$ cat config.mk
export PLATFORM = sky130hd
export DESIGN_NAME = el2_lockstep_alarm_handler
export DESIGN_NICKNAME = d
export VERILOG_FILES = /design/src/rtl/el2_mubi_pkg.sv /design/src/rtl/el2_pkg.sv /design/src/rtl/el2_sat_counter.sv /design/src/rtl/el2_lockstep_alarm_handler.sv
export SDC_FILE = /design/constraint.sdc
export NUM_CORES = 1
export LEC_CHECK = 0
export BUFFER_PORTS_ARGS = -buffer_cell sky130_fd_sc_hd__clkbuf_2
export CORE_UTILIZATION = 31
export CTS_BUF_LIST = sky130_fd_sc_hd__clkbuf_2 sky130_fd_sc_hd__clkbuf_4 sky130_fd_sc_hd__clkbuf_8
export CTS_CLUSTER_DIAMETER = 100
export CTS_CLUSTER_SIZE = 8
export DETAILED_ROUTE_END_ITERATION = 8
export GPL_ROUTABILITY_DRIVEN = 1
export HOLD_SLACK_MARGIN = 0.15
export PLACE_DENSITY_LB_ADDON = 0.1
export SYNTH_ARGS = -nofsm -noshare
export SYNTH_HDL_FRONTEND = slang
export SYNTH_SLANG_ARGS = --single-unit
$ cat constraint.sdc
create_clock -name clk -period 2.2 [get_ports clk]
set_clock_uncertainty 0.05 [all_clocks]
set_input_delay 0.22 -clock clk [delete_from_list [all_inputs] [get_ports clk]]
set_output_delay 0.22 -clock clk [all_outputs]
set_load 0.005 [all_outputs]
$ cat src/rtl/el2_mubi_pkg.sv
// Multi-bit (MuBi4) boolean encoding shared across the EL2 safety blocks.
package el2_mubi_pkg;

  typedef logic [3:0] el2_mubi_t;

  localparam el2_mubi_t El2MuBi4True  = 4'h6;
  localparam el2_mubi_t El2MuBi4False = 4'h9;

  // Anything that is not exactly False is treated as True, so a corrupted
  // alarm line can never be silently dropped.
  function automatic logic el2_mubi4_is_true_failsafe(input el2_mubi_t val);
    return val != El2MuBi4False;
  endfunction

  function automatic logic el2_mubi4_is_canonical(input el2_mubi_t val);
    return (val == El2MuBi4True) || (val == El2MuBi4False);
  endfunction

endpackage

$ cat src/rtl/el2_pkg.sv
// Shared EL2 core types.
package el2_pkg;

  typedef enum logic [1:0] {
    LsAlmIdle  = 2'd0,
    LsAlmNmi   = 2'd1,
    LsAlmReset = 2'd2
  } el2_ls_alarm_state_e;

endpackage

$ cat src/rtl/el2_sat_counter.sv
// Saturating up-counter with synchronous clear; an increment beats a clear.
module el2_sat_counter #(
  parameter int W = 8
) (
  input  logic         clk,
  input  logic         rst,
  input  logic         inc_i,
  input  logic         clr_i,
  output logic [W-1:0] cnt_o,
  output logic [W-1:0] cnt_next_o
);

  logic [W-1:0] cnt_q;
  logic [W-1:0] cnt_d;
  logic [W-1:0] cnt_inc;

  always_comb begin
    cnt_inc = cnt_q;
    if (inc_i && (cnt_q != {W{1'b1}})) begin
      cnt_inc = cnt_q + W'(1);
    end
    cnt_d = cnt_inc;
    if (clr_i && !inc_i) begin
      cnt_d = '0;
    end
  end

  always_ff @(posedge clk) begin
    if (rst) begin
      cnt_q <= '0;
    end else begin
      cnt_q <= cnt_d;
    end
  end

  assign cnt_o      = cnt_q;
  assign cnt_next_o = cnt_inc;

endmodule

$ cat src/rtl/el2_lockstep_alarm_handler.sv
// Consumes the lockstep checker alarm: counts corruption events and escalates
// from NMI to a core reset request on missing ack or too many events.
module el2_lockstep_alarm_handler
  import el2_mubi_pkg::*;
  import el2_pkg::*;
#(
  parameter int ESC_TIMEOUT = 64,
  parameter int ESC_THRESH  = 4,
  parameter int CNT_W       = 8
) (
  input  logic             clk,
  input  logic             rst,
  input  el2_mubi_t        corruption_detected_i,
  input  el2_mubi_t        esc_disable_i,
  input  logic             nmi_ack_i,
  input  logic             clr_i,
  output logic             nmi_int_o,
  output logic             rst_req_o,
  output el2_mubi_t        alarm_sticky_o,
  output logic [CNT_W-1:0] err_cnt_o,
  output logic             invalid_mubi_o,
  output logic [1:0]       state_o
);

  localparam int TMR_W = (ESC_TIMEOUT > 2) ? $clog2(ESC_TIMEOUT) : 1;
  localparam logic [TMR_W-1:0] TMR_MAX = TMR_W'(ESC_TIMEOUT - 1);

  localparam logic [1:0] StIdle  = LsAlmIdle;
  localparam logic [1:0] StNmi   = LsAlmNmi;
  localparam logic [1:0] StReset = LsAlmReset;

  logic             det;
  logic             esc_dis;
  logic             evt;
  logic             clr_ok;
  logic             thresh_hit;
  logic [CNT_W-1:0] cnt_next;

  logic             det_q,     det_d;
  logic [1:0]       state_q,   state_d;
  logic [TMR_W-1:0] timer_q,   timer_d;
  el2_mubi_t        sticky_q,  sticky_d;
  logic             invalid_q, invalid_d;

  // Invalid esc_disable encodings fall back to False: escalation stays enabled.
  assign det     = el2_mubi4_is_true_failsafe(corruption_detected_i);
  assign esc_dis = (esc_disable_i == El2MuBi4True);
  assign evt     = det & ~det_q;
  assign clr_ok  = clr_i && (state_q == StIdle) && !evt;

  el2_sat_counter #(.W(CNT_W)) u_err_cnt (
    .clk        (clk),
    .rst        (rst),
    .inc_i      (evt),
    .clr_i      (clr_ok),
    .cnt_o      (err_cnt_o),
    .cnt_next_o (cnt_next)
  );

  assign thresh_hit = 32'(cnt_next) >= 32'(ESC_THRESH);

  always_comb begin
    det_d     = det;
    invalid_d = invalid_q | ~el2_mubi4_is_canonical(corruption_detected_i)
                          | ~el2_mubi4_is_canonical(esc_disable_i);
    sticky_d  = sticky_q;
    if (evt) begin
      sticky_d = El2MuBi4True;
    end else if (clr_ok) begin
      sticky_d = El2MuBi4False;
    end

    state_d = state_q;
    timer_d = timer_q;
    case (state_q)
      StIdle: begin
        timer_d = '0;
        if (evt) begin
          state_d = (thresh_hit && !esc_dis) ? StReset : StNmi;
        end
      end
      StNmi: begin
        // The timer parks at its maximum so a disabled escalation holds NMI.
        if (timer_q != TMR_MAX) begin
          timer_d = timer_q + TMR_W'(1);
        end
        if (nmi_ack_i) begin
          state_d = StIdle;
          timer_d = '0;
        end else if (!esc_dis && ((timer_q == TMR_MAX) || thresh_hit)) begin
          state_d = StReset;
        end
      end
      StReset: begin
        state_d = StReset;
      end
      default: begin
        state_d = StReset;
      end
    endcase
  end

  always_ff @(posedge clk) begin
    if (rst) begin
      det_q     <= 1'b0;
      state_q   <= StIdle;
      timer_q   <= '0;
      sticky_q  <= El2MuBi4False;
      invalid_q <= 1'b0;
    end else begin
      det_q     <= det_d;
      state_q   <= state_d;
      timer_q   <= timer_d;
      sticky_q  <= sticky_d;
      invalid_q <= invalid_d;
    end
  end

  assign nmi_int_o      = (state_q == StNmi);
  assign rst_req_o      = (state_q == StReset);
  assign alarm_sticky_o = sticky_q;
  assign invalid_mubi_o = invalid_q;
  assign state_o        = state_q;

endmodule

==> out/summary.txt <==
Post-route design area: 0.00134 mm²
Vias in the first global route: 834
Post-route ant nets: 0
Top post-synthesis cells by count: nor2_1, dfxtp_1, nand2_1, xor2_1, and3_1
Starting Density: 0.327
Chip Width: 61.8 µm
Nets: 166
Power per cell area: 598 mW/mm²
Drt initial violations: 22
Finished Layout Cells: 197
#FFs+latches synth: 20
Crit path kind: flop to flop
Outcome: complete, no violations
Worst slew pin tran: 0.503 ns
Synth Warn #: 0
Max Freq: 568 MHz
Pre-antenna DRT Iters: 3
Synth top area share: 0.362
Utilization after layout: 0.395
Cell Area, Synth: 0.00111 mm²
Post-DP Area: 0.00128 mm²
Die area: 0.00381 mm²
Clock net sink count: 20
Largest net degree at the start of global routing: 13
Slew Limit Fails: 0
CTS Buffer Depth: 2
I/O Pins: 29
Root Buffer: clkbuf_4
Clk slew on worst S/H paths: 0.13 ns
Gate Count Post-Synth: 122
Top_reg_cell synth: dfxtp_1
Top-count cell post-synth: nor2_1
I/O Buffers: 28
Core area: 0.00339 mm²
Critical path peak fanout: 6
Pleak: 0.557 nW
Slew Limit Headroom: 0.663
Max cap viols: 0
DR vias: 940
Antenna diode count: 0
Routability cong.: 0.724
EDFF count, synth: 0
Area Overhead vs Synth: 21.0%
Worst EP arrival: 1.92 ns
First-pass GRT wire length: 3740 µm
Synth async-reset ratio: 0
Die height: 61.8 µm
Worst setup margin: 0.439 ns
Syn_nets: 136
Pre-CTS setup slack: 0.312 ns
Sequential area share after synthesis: 0.362
Fill count: 354
Endpoints failing setup: 0
Syn Area/Cell: 9.08 µm²
CTS tree: done
Total chip power: 802 µW
Hold WC Path Type: input port to flop
Tmin final: 1.76 ns
Crit. End Element: flop
WP data required: 2.35 ns
RSZ-0062 raised after global routing: no
GRT Resource Usage Total: 0.136
Dpl hpwl: 1860 µm
Final hold vios: 0
Critical Path Source Type: flop
H-tree depth: 1
Yosys top cell by area: dfxtp_1
DRC violations left: 0
VDD IR max: 0.000178 V
Num CTS Buffers: 3
Synth unique cells: 41
Setup tns final: 0 ns
Row cnt: 21
Drt via density: 4.77
Placed Cells: 192
Worst skew pair latency: 0.31 ns
GR Overflow Total: 0
Antenna violations before repair: 0
WL final: 2350 µm
Synth top area cells: dfxtp_1, nor2_1, xor2_1
DR WL/cell: 11.9 µm
Share of layout cells above drive strength 1: 0.272
Worst hold slack: 0.194 ns
Final Cycle Share: 0.801
## cells in the final DEF (no fill, tap or decap), types with 2 or more instances in the layout
| cell | instances |
|---|---|
| nand3_1 | 4 |
| nand4_1 | 4 |
| xnor2_1 | 3 |
| clkbuf_2 | 28 |
| dfxtp_1 | 20 |
| ha_1 | 2 |
| clkbuf_4 | 3 |
| nand4bb_1 | 2 |
| nor2_1 | 24 |
| nor2b_1 | 4 |
| a21o_1 | 3 |
| xor2_1 | 6 |
| and4_1 | 2 |
| and3_1 | 5 |
| nand2_1 | 6 |
| o21bai_1 | 2 |
| and2_1 | 2 |
| a211oi_2 | 2 |
| a21oi_1 | 4 |
| nor3_1 | 2 |
| mux2i_1 | 2 |
## where the power goes
group	switching [mW]	internal, mW	leakage, nW	total, mW
sequential	0.0199	0.377	0.163	0.397
combinational	0.0478	0.0495	0.366	0.0973
clock	0.124	0.184	0.0279	0.308
total	0.191	0.611	0.557	0.802
## path summary, 6_finish.rpt
check             cells past startpoint             start  slack, ns              to
setup / recovery                      6        timer_q[0]       0.44      timer_q[5]
hold / removal                        4  esc_disable_i[3]       0.19  invalid_mubi_o
setup reg to reg                      6        timer_q[0]       0.44      timer_q[5]
hold reg to reg                       2    invalid_mubi_o       0.44  invalid_mubi_o
## critical path, cell delays in order (launching register included)
cell and delay [ns]:
dfxtp_1 0.36, ha_1 0.23, and4_1 0.22, a31oi_1 0.42
nand4_1 0.17, xor2_1 0.16, nor2_1 0.05
## logic make-up (layout without fill, tap and decap cells)
kind of cell,after synthesis,in the layout,share of synthesized area
and+or+nand+nor,65,65,0.344
DFF,20,20,0.362
AOI/OAI and AO/OA,18,18,0.148
xor gates and xnor gates,9,9,0.0712
buffers and inverters,6,35,0.0350
adders and majority gates,2,2,0.0226
muxes,2,2,0.0181
## area by class of cell
cell class / instances / area, µm² / share of cell area
clock buffers: 3 / 22.5 / 0.0168
flip-flops and latches: 20 / 400 / 0.299
multi-input cells: 96 / 668 / 0.499
inverters: 1 / 3.75 / 0.00280
well taps: 46 / 57.6 / 0.0430
repair buffers: 30 / 158 / 0.118
clock inverters: 1 / 30.0 / 0.0224
## flip-flops by register name, indices dropped and copies added, names as in the netlist
| register | count |
|---|---|
| timer_q | 6 |
| det_q | 1 |
| alarm_sticky_o | 2 |
| invalid_mubi_o | 1 |
| state_o | 2 |
| u_err_cnt.cnt_o | 8 |
## routing by layer
metal / share of wire / global-route usage
met1: 0.52 / 0.193
met2: 0.44 / 0.203
met3: 0.032 / 0.0248
met4: 0.011 / 0.0571
met5: 0 / 0
## timing repair
item	in CTS	in global routing
resized for setup	0	0
endpoints found under the hold margin	4	0
hold buffers	1	0
buffers inserted	0	0
endpoints found under the setup margin	0	0
Power figures use the tool's default switching activity.
